===== src/rtl/shl_seq_if.sv =====
// Valid/ready request and response bundle for the sequential left-shift engine.
// With SHL_SEQ_ROTL_EN defined, the request also carries in_rot.
interface shl_seq_if #(
  parameter int unsigned WIDTH = 32
) ();
  localparam int unsigned AMT_W = $clog2(WIDTH) + 1;

  logic             in_valid;
  logic             in_ready;
  logic [WIDTH-1:0] in_data;
  logic [AMT_W-1:0] in_amt;
`ifdef SHL_SEQ_ROTL_EN
  logic             in_rot;
`endif
  logic             out_valid;
  logic             out_ready;
  logic [WIDTH-1:0] out_data;
  logic             busy;

  modport master (
    output in_valid,
`ifdef SHL_SEQ_ROTL_EN
    output in_rot,
`endif
    output in_data, in_amt, out_ready,
    input  in_ready, out_valid, out_data, busy
  );

  modport slave (
    input  in_valid,
`ifdef SHL_SEQ_ROTL_EN
    input  in_rot,
`endif
    input  in_data, in_amt, out_ready,
    output in_ready, out_valid, out_data, busy
  );
endinterface


===== src/rtl/shl_seq.sv =====
// Multi-cycle logical left shifter: up to STEP bits per cycle, valid/ready on both sides.
// Optional SHL_SEQ_ROTL_EN adds a per-request left-rotate mode selected by in_rot.
module shl_seq #(
  parameter int unsigned WIDTH = 32,
  parameter int unsigned STEP  = 4
) (
  input  logic         clk,
  input  logic         rst_n,
  shl_seq_if.slave     bus
);
  localparam int unsigned AMT_W = $clog2(WIDTH) + 1;

  if (STEP < 1 || STEP > WIDTH || (STEP & (STEP - 1)) != 0) begin : g_bad_step
    $error("shl_seq: STEP must be a power of two in 1..WIDTH");
  end

  typedef enum logic [1:0] {
    S_IDLE  = 2'd0,
    S_SHIFT = 2'd1,
    S_DONE  = 2'd2
  } state_t;

  state_t           r_state;
  state_t           w_state_nxt;
  logic [WIDTH-1:0] r_data;
  logic [WIDTH-1:0] w_data_nxt;
  logic [AMT_W-1:0] r_rem;
  logic [AMT_W-1:0] w_rem_nxt;
  logic [AMT_W-1:0] w_step;
  logic [AMT_W-1:0] w_ld_rem;
  logic [WIDTH-1:0] w_stepped;
  logic             r_in_ready;
  logic             r_out_valid;
  logic             r_busy;
  logic             w_in_ready_nxt;
  logic             w_out_valid_nxt;
  logic             w_busy_nxt;
`ifdef SHL_SEQ_ROTL_EN
  logic             r_rot;
  logic             w_rot_nxt;
`endif

  // Clamp the requested amount at load: beyond WIDTH the shifted word is all zeros.
`ifdef SHL_SEQ_ROTL_EN
  always_comb begin
    w_ld_rem = (bus.in_amt > AMT_W'(WIDTH)) ? AMT_W'(WIDTH) : bus.in_amt;
    if (bus.in_rot) begin
      w_ld_rem = AMT_W'(bus.in_amt % AMT_W'(WIDTH));
    end
  end
`else
  assign w_ld_rem = (bus.in_amt > AMT_W'(WIDTH)) ? AMT_W'(WIDTH) : bus.in_amt;
`endif

  assign w_step = (r_rem > AMT_W'(STEP)) ? AMT_W'(STEP) : r_rem;

  // One step of the datapath; w_step is non-zero whenever this is used.
`ifdef SHL_SEQ_ROTL_EN
  always_comb begin
    w_stepped = r_data << w_step;
    if (r_rot) begin
      w_stepped = (r_data << w_step) | (r_data >> (AMT_W'(WIDTH) - w_step));
    end
  end
`else
  assign w_stepped = r_data << w_step;
`endif

  // Next-state and next-output decode.
  always_comb begin
    w_state_nxt = r_state;
    w_data_nxt  = r_data;
    w_rem_nxt   = r_rem;
`ifdef SHL_SEQ_ROTL_EN
    w_rot_nxt   = r_rot;
`endif
    case (r_state)
      S_IDLE: begin
        if (bus.in_valid) begin
          w_data_nxt  = bus.in_data;
          w_rem_nxt   = w_ld_rem;
`ifdef SHL_SEQ_ROTL_EN
          w_rot_nxt   = bus.in_rot;
`endif
          w_state_nxt = (w_ld_rem == '0) ? S_DONE : S_SHIFT;
        end
      end
      S_SHIFT: begin
        w_data_nxt = w_stepped;
        w_rem_nxt  = r_rem - w_step;
        if (r_rem == w_step) begin
          w_state_nxt = S_DONE;
        end
      end
      S_DONE: begin
        if (bus.out_ready) begin
          w_state_nxt = S_IDLE;
        end
      end
      default: begin
        w_state_nxt = S_IDLE;
      end
    endcase
    w_in_ready_nxt  = (w_state_nxt == S_IDLE);
    w_out_valid_nxt = (w_state_nxt == S_DONE);
    w_busy_nxt      = (w_state_nxt != S_IDLE);
  end

  // State, datapath and handshake flags, all registered.
  always_ff @(posedge clk or negedge rst_n) begin
    if (!rst_n) begin
      r_state     <= S_IDLE;
      r_data      <= '0;
      r_rem       <= '0;
      r_in_ready  <= 1'b1;
      r_out_valid <= 1'b0;
      r_busy      <= 1'b0;
`ifdef SHL_SEQ_ROTL_EN
      r_rot       <= 1'b0;
`endif
    end else begin
      r_state     <= w_state_nxt;
      r_data      <= w_data_nxt;
      r_rem       <= w_rem_nxt;
      r_in_ready  <= w_in_ready_nxt;
      r_out_valid <= w_out_valid_nxt;
      r_busy      <= w_busy_nxt;
`ifdef SHL_SEQ_ROTL_EN
      r_rot       <= w_rot_nxt;
`endif
    end
  end

  assign bus.in_ready  = r_in_ready;
  assign bus.out_valid = r_out_valid;
  assign bus.out_data  = r_data;
  assign bus.busy      = r_busy;

endmodule


===== src/flat_wrapper.sv =====
// flat-port wrapper written by rule: the top's interface ports become plain ports
module shl_seq_flat 
#(
  parameter int unsigned WIDTH = 32,
  parameter int unsigned STEP  = 4
)
  (clk, rst_n, bus_in_valid, bus_in_data, bus_in_amt, bus_out_ready, bus_in_ready, bus_out_valid, bus_out_data, bus_busy);
  shl_seq_if #(.WIDTH(WIDTH)) bus_i ();
  input  logic clk;
  input  logic rst_n;
  input wire logic [$bits(bus_i.in_valid)-1:0] bus_in_valid;
  input wire logic [$bits(bus_i.in_data)-1:0] bus_in_data;
  input wire logic [$bits(bus_i.in_amt)-1:0] bus_in_amt;
  input wire logic [$bits(bus_i.out_ready)-1:0] bus_out_ready;
  output wire logic [$bits(bus_i.in_ready)-1:0] bus_in_ready;
  output wire logic [$bits(bus_i.out_valid)-1:0] bus_out_valid;
  output wire logic [$bits(bus_i.out_data)-1:0] bus_out_data;
  output wire logic [$bits(bus_i.busy)-1:0] bus_busy;
  assign bus_i.in_valid = bus_in_valid;
  assign bus_i.in_data = bus_in_data;
  assign bus_i.in_amt = bus_in_amt;
  assign bus_i.out_ready = bus_out_ready;
  assign bus_in_ready = bus_i.in_ready;
  assign bus_out_valid = bus_i.out_valid;
  assign bus_out_data = bus_i.out_data;
  assign bus_busy = bus_i.busy;
  shl_seq #(.WIDTH(WIDTH), .STEP(STEP)) u_core (.clk(clk), .rst_n(rst_n), .bus(bus_i));
endmodule

===== config.mk =====
export PLATFORM = sky130hd
export DESIGN_NAME = shl_seq_flat
export DESIGN_NICKNAME = d
export VERILOG_FILES = /design/src/rtl/shl_seq_if.sv /design/src/rtl/shl_seq.sv /design/src/flat_wrapper.sv
export SDC_FILE = /design/constraint.sdc
export NUM_CORES = 1
export LEC_CHECK = 0
export CAP_MARGIN = 0
export CORE_MARGIN = 2
export CORE_UTILIZATION = 49
export DETAILED_ROUTE_END_ITERATION = 7
export PLACE_DENSITY = 0.79
export SLEW_MARGIN = 20
export SYNTH_ARGS = -nofsm -noshare
export SYNTH_HDL_FRONTEND = slang
export SYNTH_SLANG_ARGS = --single-unit
export TNS_END_PERCENT = 5

===== constraint.sdc =====
create_clock -name clk -period 1.8 [get_ports clk]
set_input_delay 0.36 -clock clk [delete_from_list [all_inputs] [get_ports clk]]
set_output_delay 0.36 -clock clk [all_outputs]
set_load 0.1 [all_outputs]

==> results of run 1 <==
==> placed cells by master, fill, tap and decap left out, types with 3 or more instances in the layout <==
cell,Yosys,routed
nand2_1,13,13
buf_4,2,20
nor3_1,3,3
dfrtp_1,42,41
and3_1,26,26
inv_1,23,23
o21ai_0,17,17
mux2_2,7,7
o21ai_1,19,19
a221oi_1,26,25
buf_12,0,37
clkbuf_8,0,6
and2_1,3,3
a31oi_1,3,3
mux2i_1,38,38
clkdlybuf4s50_1,0,40
nor2_1,20,20
a21oi_1,14,14
o21bai_1,4,3
o22ai_1,3,3
a221oi_2,2,3
==> stage by stage <==
stage,instances,worst slack (ns),hold slack [ns],cell area [sq um],setup TNS (ns)
6_report,476,0.111,0.121,4270,0
5_1_grt,476,0.0260,0.174,4270,0
3_3_place_gp,468,-0.0536,0.468,4170,-0.918
3_5_place_dp,468,-0.138,0.474,4170,-2.02
2_1_floorplan,323,0.0696,0.0644,2920,0
4_1_cts,476,0.0204,0.145,4270,0
==> logic make-up (layout without fill, tap and decap cells) <==
family,count (synthesis),in the layout,share of synthesized area [%]
adder cells (fa/ha/maj),1,1,0.429
multiplexers,45,45,15.7
other,1,1,0.129
flip-flops,43,43,36.9
buffers and inverters,51,129,7.85
AND/OR/NAND/NOR,78,78,14.5
AO/OA/AOI/OAI,103,103,24.2
XOR/XNOR,1,1,0.300
==> routing by layer <==
layer  vias up  share of wire (%)  routed length (um)  GRT usage, %
met5         -                  0                   0             0
met2       161                 49                4340          45.9
met3        21                6.7                 587          5.11
li1       1352                  -                   -             -
met4         0                2.6                 229          10.5
met1      1414                 41                3640          37.6
==> synth_stat cells, drive strengths merged, types with 2 or more instances <==
library cell | number | share of area, %
and2 | 3 | 0.64
a221oi | 28 | 8.8
o22ai | 3 | 0.64
nor3b | 2 | 0.51
nand3 | 2 | 0.34
mux2 | 7 | 2.7
nor4 | 3 | 1.2
and3 | 26 | 5.6
a32oi | 2 | 0.60
nand2 | 13 | 1.7
mux2i | 38 | 13
nor2 | 21 | 2.8
a31oi | 3 | 0.64
o21ai | 36 | 6.2
a221o | 2 | 0.69
buf | 13 | 3.0
a211o | 2 | 0.60
clkbuf | 15 | 1.9
dfrtp | 42 | 36
o21bai | 4 | 1.0
nor3 | 3 | 0.51
inv | 23 | 3.0
a21oi | 14 | 2.4
o31ai | 2 | 0.51
==> sequential cells by signal, indices dropped and copies added, names as in the netlist <==
register	count
u_core.bus.in_ready	1
u_core.r_state	2
u_core.bus.out_data	32
u_core.bus.busy	1
u_core.bus.out_valid	1
u_core.r_rem	6
==> final timing paths <==
| path | start | endpoint | depth (start not counted) |
|---|---|---|---|
| min in group clk | u_core.bus.out_data[31] | u_core.bus.out_data[31] | 2 |
| hold / removal | rst_n | u_core.bus.out_data[17] | 2 |
| hold reg to reg | u_core.bus.out_data[31] | u_core.bus.out_data[31] | 2 |
| max in group asynchronous | rst_n | u_core.r_state[0] | 2 |
| setup reg to reg | u_core.r_state[0] | u_core.r_rem[4] | 4 |
| setup / recovery | u_core.r_state[0] | u_core.r_rem[4] | 4 |
==> layout make-up <==
type / count / area, sq um / area share [%]
flip-flops and latches: 43 / 1080 / 25.2
clock inverters: 1 / 5.00 / 0.117
well taps: 75 / 93.8 / 2.20
inverters: 23 / 86.3 / 2.02
clock buffers: 7 / 86.3 / 2.02
repair buffers: 98 / 1300 / 30.3
multi-input cells: 229 / 1630 / 38.1
==> worst max-delay path, stage by stage, from the launching register on <==
cell and delay, ns:
dfrtp_2 0.48, nand2b_1 0.18, buf_4 0.39, o21ai_0 0.20, a221o_1 0.32
==> out/results.ini, run 1 <==
[sta]
period_share_pct = 93.8
fin_skew_ns = 0.00842
finalSetupViolations = 0
drv_slew = 0
max_slew_margin_pct = 54.8
period_minus_slack_ns = 1.69
tightestPinTransition_ns = 0.677
finalHoldViolCount = 0
rsz0062_at_grt = no
fmax_mhz = 592

[logic_synthesis]
avgSynthCellArea_sq_um = 9.03
synth_edf_count = 0
synth_top_flop_cell = dfrtp_1
syn_nets = 366
synth_area_sq_um = 2920
async_flop_share_pct = 100
yosysSeqAreaShare_pct = 36.9
syn_inst = 323
yosys.cell_types.count = 47
yosysWarnings = 0
synth_seq_cells = 43

[worst_hold_path]
hp-class = primary input to async pin

[route]
vias = 2948
routedWlPerCell_um = 18.5
dr.pass1.iters = 5
viasPerCell = 6.19
wl_um = 8790
final_antenna_net_count = 0
drc_errors = 0
drt-initial-drc-count = 319

[grt]
overflow = 0
antenna_found_initial = 0
grt_pass1_wl_um = 14500
grt_pass1_vias = 2967
grt_max_degree = 44
grt_usage_pct = 28.3

[clocking]
postCtsHoldBufs = 0
cts_tree = yes
postCtsResizedCells = 1
htreeDepth = 2
cts_buffers = 5
path_clk_slew_ns = 0.09
clockBufferDepth = 2
cts_root_buf = clkbuf_8
clock-sinks = 43
post_cts_buffers = 0
clock_latency_ns = 0.30

[critical_path]
cp-start-kind = flip-flop
endpoint_kind = flip-flop
crit_fanout = 41
cp.arrival_ns = 1.88
regToRegSetupSlack_ns = 0.11
worstPathRequired_ns = 1.99
criticalPathCategory = flip-flop to flip-flop

[run]
maxCapViolCount = 0

[placement]
gp_congestion = 0.979
portBuffers = 76
dp_hpwl_um = 6070

[cells_and_area]
final_nets = 443
nFillCells = 421
final_util_pct = 73.0
synthToLayoutAreaGrowth_pct = 46.4
diodes = 0
drive_above_1_share_pct = 20.2

[floorplan]
initial_core_util_pct = 49.9
num_rows = 28
core_area_sq_um = 5850
die_area_sq_um = 6590
die_w_um = 81.2
chipHeight_um = 81.2
io_pins = 77

[run_status]
status = finished clean

Power of run 1 is left out: the tool's default activity adds up to more than one toggle a clock period on the data nets, which glitch-free logic cannot reach.
==> run 2: changes to the inputs <==
--- a/config.mk
+++ b/config.mk
@@ -14,4 +14,3 @@
 export SYNTH_ARGS = -nofsm -noshare
 export SYNTH_HDL_FRONTEND = slang
 export SYNTH_SLANG_ARGS = --single-unit
-export TNS_END_PERCENT = 5
==> results of run 2 <==
The final DEF is identical to that of run 1; final timing and power are the same.
Power of run 2 is left out for the same reason.
==> run 3: changes to the inputs <==
--- a/config.mk
+++ b/config.mk
@@ -5,11 +5,11 @@
 export SDC_FILE = /design/constraint.sdc
 export NUM_CORES = 1
 export LEC_CHECK = 0
-export CAP_MARGIN = 0
+export CAP_MARGIN = 20
 export CORE_MARGIN = 2
-export CORE_UTILIZATION = 49
+export CORE_UTILIZATION = 53
 export DETAILED_ROUTE_END_ITERATION = 7
-export PLACE_DENSITY = 0.79
+export PLACE_DENSITY = 0.84
 export SLEW_MARGIN = 20
 export SYNTH_ARGS = -nofsm -noshare
 export SYNTH_HDL_FRONTEND = slang
==> constraint.sdc (replaced) <==
create_clock -name clk -period 2.1 [get_ports clk]
set_input_delay 0.42 -clock clk [delete_from_list [all_inputs] [get_ports clk]]
set_output_delay 0.42 -clock clk [all_outputs]
set_load 0.1 [all_outputs]
==> out/results.ini, run 3 (same netlist as run 1, synthesis figures left out) <==
[run_status]
status = finished clean  ; unchanged

[sta]
period_share_pct = 88.2  ; was 93.8%
drv_slew = 0  ; unchanged
period_minus_slack_ns = 1.85  ; was 1.69 ns
rsz0062_at_grt = no  ; unchanged
finalHoldViolCount = 0  ; unchanged
tightestPinTransition_ns = 0.675  ; was 0.677 ns
fin_setup_tns_ns = 0  ; unchanged
finalSetupViolations = 0  ; unchanged
max_slew_margin_pct = 54.9  ; was 54.8%
fmax_mhz = 540  ; was 592 MHz
fin_skew_ns = 0.0110  ; was 0.00842 ns

[cells_and_area]
largest_reg_flops = 32  ; unchanged
final_util_pct = 70.3  ; was 73.0%
most-common-layout-cells = buf_4 (43), dfrtp_1 (42), clkdlybuf4s50_1 (40), mux2i_1 (38)  ; was dfrtp_1 (41), clkdlybuf4s50_1 (40), mux2i_1 (38), buf_12 (37), and3_1 (26)
diodes = 0  ; unchanged
drive_above_1_share_pct = 18.1  ; was 20.2%
final_common_cell = buf_4  ; was dfrtp_1
synthToLayoutAreaGrowth_pct = 30.3  ; was 46.4%
fin_cells = 464  ; was 476
final_nets = 434  ; was 443

[worst_hold_path]
hp-class = primary input to async pin  ; unchanged

[route]
dr.pass1.iters = 4  ; was 5
final_antenna_net_count = 0  ; unchanged
vias = 2821  ; was 2,948
drt-initial-drc-count = 241  ; was 319
wl_um = 7950  ; was 8790 um
routedWlPerCell_um = 17.1  ; was 18.5 um
drc_errors = 0  ; unchanged
viasPerCell = 6.08  ; was 6.19

[clocking]
htreeDepth = 2  ; unchanged
path_clk_slew_ns = 0.09  ; about the same
clock-sinks = 43  ; unchanged
cts_root_buf = clkbuf_8  ; unchanged
postCtsHoldBufs = 0  ; unchanged
clockBufferDepth = 2  ; unchanged
post_cts_buffers = 0  ; unchanged
cts_tree = yes  ; unchanged
cts_buffers = 5  ; unchanged
postCtsResizedCells = 0  ; was 1
clock_latency_ns = 0.30  ; about the same

[grt]
grt_usage_pct = 27.1  ; was 28.3%
overflow = 0  ; unchanged
grt_max_degree = 42  ; was 44
grt_pass1_wl_um = 13300  ; was 14,500 um
grt_pass1_vias = 2686  ; was 2,967
antenna_found_initial = 0  ; unchanged

[critical_path]
crit_fanout = 20  ; was 41
criticalPathCategory = flip-flop to flip-flop  ; unchanged
cp.arrival_ns = 2.06  ; was 1.88 ns
endpoint_kind = flip-flop  ; unchanged
worstPathRequired_ns = 2.30  ; was 1.99 ns
cp-start-kind = flip-flop  ; unchanged

[floorplan]
chipHeight_um = 78.2  ; was 81.2 um
io_pins = 77  ; unchanged
die_w_um = 78.2  ; was 81.2 um
die_area_sq_um = 6110  ; was 6590 sq um
initial_core_util_pct = 54.0  ; was 49.9%
num_rows = 27  ; was 28
core_area_sq_um = 5410  ; was 5850 sq um

[placement]
portBuffers = 76  ; unchanged
dp.cells = 456  ; was 468
dp_hpwl_um = 5440  ; was 6070 um
gp_congestion = 0.898  ; was 0.979

[run]
maxCapViolCount = 0  ; unchanged

## run 3: cell type report
class                   count  area (sq um)
inverters                  23          86.3
clock buffers               6          82.6
well taps                  72          90.1
fillers                   462          1600
flip-flops and latches     43          1080
multi-input cells         229          1620
repair buffers             89           828
clock inverters             2          16.3
## run 3: routing by layer
metal	vias to the layer above	global-route usage (%)	wire length [um]
met3	6	5.06	526
met5	-	0	0
met1	1361	36.7	3500
met4	0	6.32	74
li1	1345	-	-
met2	109	45.1	3860
## run 3: metrics by stage
stage / setup WS [ns] / hold WS (ns) / area [sq um]
global route: 0.145 / 0.0827 / 3800
CTS: 0.0524 / 0.0566 / 3800
detailed placement: 0.0459 / 0.385 / 3700
global placement: 0.0678 / 0.386 / 3700
finish: 0.248 / 0.0530 / 3800
floorplan: 0.370 / 0.124 / 2920
## run 3: final timing paths
check	from	endpoint	slack (ns)	cells past startpoint
worst max-delay path	u_core.r_state[0]	u_core.bus.out_data[23]	0.25	4
worst min-delay path	rst_n	u_core.bus.out_valid	0.05	1
worst max register to register	u_core.r_state[0]	u_core.bus.out_data[23]	0.25	4
worst min register to register	u_core.bus.out_data[31]	u_core.bus.out_data[31]	0.56	2
max in group asynchronous	rst_n	u_core.bus.in_ready	1.49	2
min in group clk	u_core.bus.out_data[31]	u_core.bus.out_data[31]	0.56	2
## run 3: critical path, stage by stage, from the launching register on
cell and delay, ns:
dfrtp_1 0.56, and2b_1 0.27, nand3_1 0.32, buf_4 0.34, o31ai_1 0.26
Power of run 3 is left out for the same reason.
==> variant, RTL diff (settings of run 1) <==
`WIDTH` is set to 32 in 3 places; all go to 16.
--- a/src/rtl/shl_seq_if.sv
+++ b/src/rtl/shl_seq_if.sv
@@ -1,7 +1,7 @@
 // Valid/ready request and response bundle for the sequential left-shift engine.
 // With SHL_SEQ_ROTL_EN defined, the request also carries in_rot.
 interface shl_seq_if #(
-  parameter int unsigned WIDTH = 32
+  parameter int unsigned WIDTH = 16
 ) ();
   localparam int unsigned AMT_W = $clog2(WIDTH) + 1;
 
--- a/src/rtl/shl_seq.sv
+++ b/src/rtl/shl_seq.sv
@@ -1,7 +1,7 @@
 // Multi-cycle logical left shifter: up to STEP bits per cycle, valid/ready on both sides.
 // Optional SHL_SEQ_ROTL_EN adds a per-request left-rotate mode selected by in_rot.
 module shl_seq #(
-  parameter int unsigned WIDTH = 32,
+  parameter int unsigned WIDTH = 16,
   parameter int unsigned STEP  = 4
 ) (
   input  logic         clk,
--- a/src/flat_wrapper.sv
+++ b/src/flat_wrapper.sv
@@ -1,7 +1,7 @@
 // flat-port wrapper written by rule: the top's interface ports become plain ports
 module shl_seq_flat 
 #(
-  parameter int unsigned WIDTH = 32,
+  parameter int unsigned WIDTH = 16,
   parameter int unsigned STEP  = 4
 )
   (clk, rst_n, bus_in_valid, bus_in_data, bus_in_amt, bus_out_ready, bus_in_ready, bus_out_valid, bus_out_data, bus_busy);
Interface: changed (resized bus_in_amt, bus_in_data and bus_out_data); port bits go from 77 to 44. The function was not compared with the original's and may differ.
==> variant against run 1 <==
- routed wire length decreased by 38%
- setup slack got worse by 0.0091 ns
- core utilization is 0.58 points lower
- sequential cell count shrank 17
- synthesized area is 36% lower
- cell count shrank 38%
- cell area shrank 38%
- die area fell by 34%
- highest routed layer unchanged
Power is left out: the tool's default activity adds up to more than one toggle a clock period on the data nets, which glitch-free logic cannot reach.
==> variant: results (changes against run 1) <==
- The clock buffer and inverter area fraction after layout is 0.0170 (was 0.0214).
- The total length of routed wires is 5.44 mm (was 8.79 mm).
- The layout inverter count without the clock tree is 7 (was 23).
- The number of multi-input combinational cells is 151 (was 229).
- The cell area reported after detailed placement came to 2600 um2 (was 4170 um2).
- The count of buffers not belonging to the clock network in the layout is 60 (was 98).
- The number of DRC markers after the initial detailed-route iteration came to 192 (was 319).
- The number of nets in the synthesized netlist is 228 (was 366).
- The number of nets in the finished design is 276 (was 443).
- The number of H-tree branching levels came to 1 (was 2).
- The wire length of the first global-routing pass is 9.16 mm (was 14.5 mm).
- The worst slack at placement was 0.0230 ns (was -0.138 ns).
- The area taken by flip-flops and latches is 654 um2 (was 1080 um2).
- The number of fillers in the final layout was 266 (was 421).
- The amount of wire on met3 after detailed routing was 521 um (was 587 um).
- The routed length on met1 is 2.19 mm (was 3.64 mm).
- The clock buffer instance count of the final layout is 4 (was 7).
- The detailed route wirelength on metal2 is 2.61 mm (was 4.34 mm).
- The cell class contributing the biggest share of worst-path delay is simple AND/OR/NAND/NOR gates (was compound AO/OA/AOI/OAI gates).
- The largest net degree at the start of global routing is 27 (was 44).
- The worst clock skew is 0.00456 ns (was 0.00842 ns).
- The met2 global-route usage is 0.439 (was 0.459).
- The delay of the slowest cell on the worst path is 0.50 ns (was 0.48 ns).
- The adder-cell area share of the yosys netlist came to 0.0133 (was 0.00429).
- Outcome: finished, final reports clean (unchanged).
- The length of the first detailed-routing pass in iterations is 4 (was 5).
- The placed cell count came to 292 (was 468).
- The number of clock buffers inserted by TritonCTS is 3 (was 5).
- The multi-input logic portion of the cell area came to 0.420 (was 0.381).
- The final routed wire length divided by cell count was 18.4 um (was 18.5 um).
- The area of the core region is 3660 um2 (was 5850 um2).
- The number of global-route vias before repair is 1,794 (was 2,967).
==> variant: worst paths after layout <==
path / depth (start not counted) / to / slack (ns) / start
min reg2reg: 2 / u_core.bus.out_data[15]$_DFFE_PN0P_ / 0.62 / u_core.bus.out_data[15]$_DFFE_PN0P_
max reg2reg: 4 / u_core.bus.out_data[2]$_DFFE_PN0P_ / 0.10 / u_core.r_rem[4]$_DFFE_PN0P_
max in group asynchronous: 2 / u_core.bus.in_ready$_DFF_PN1_ / 1.04 / rst_n
max: 4 / u_core.bus.out_data[2]$_DFFE_PN0P_ / 0.10 / u_core.r_rem[4]$_DFFE_PN0P_
min in group clk: 2 / u_core.bus.out_data[15]$_DFFE_PN0P_ / 0.62 / u_core.bus.out_data[15]$_DFFE_PN0P_
min: 2 / u_core.r_rem[3]$_DFFE_PN0P_ / 0.45 / rst_n
==> variant: timing repair <==
item,CTS,global route
endpoints found under the setup margin,0,12
buffers inserted,0,0
hold buffers,0,0
resized for setup,0,4
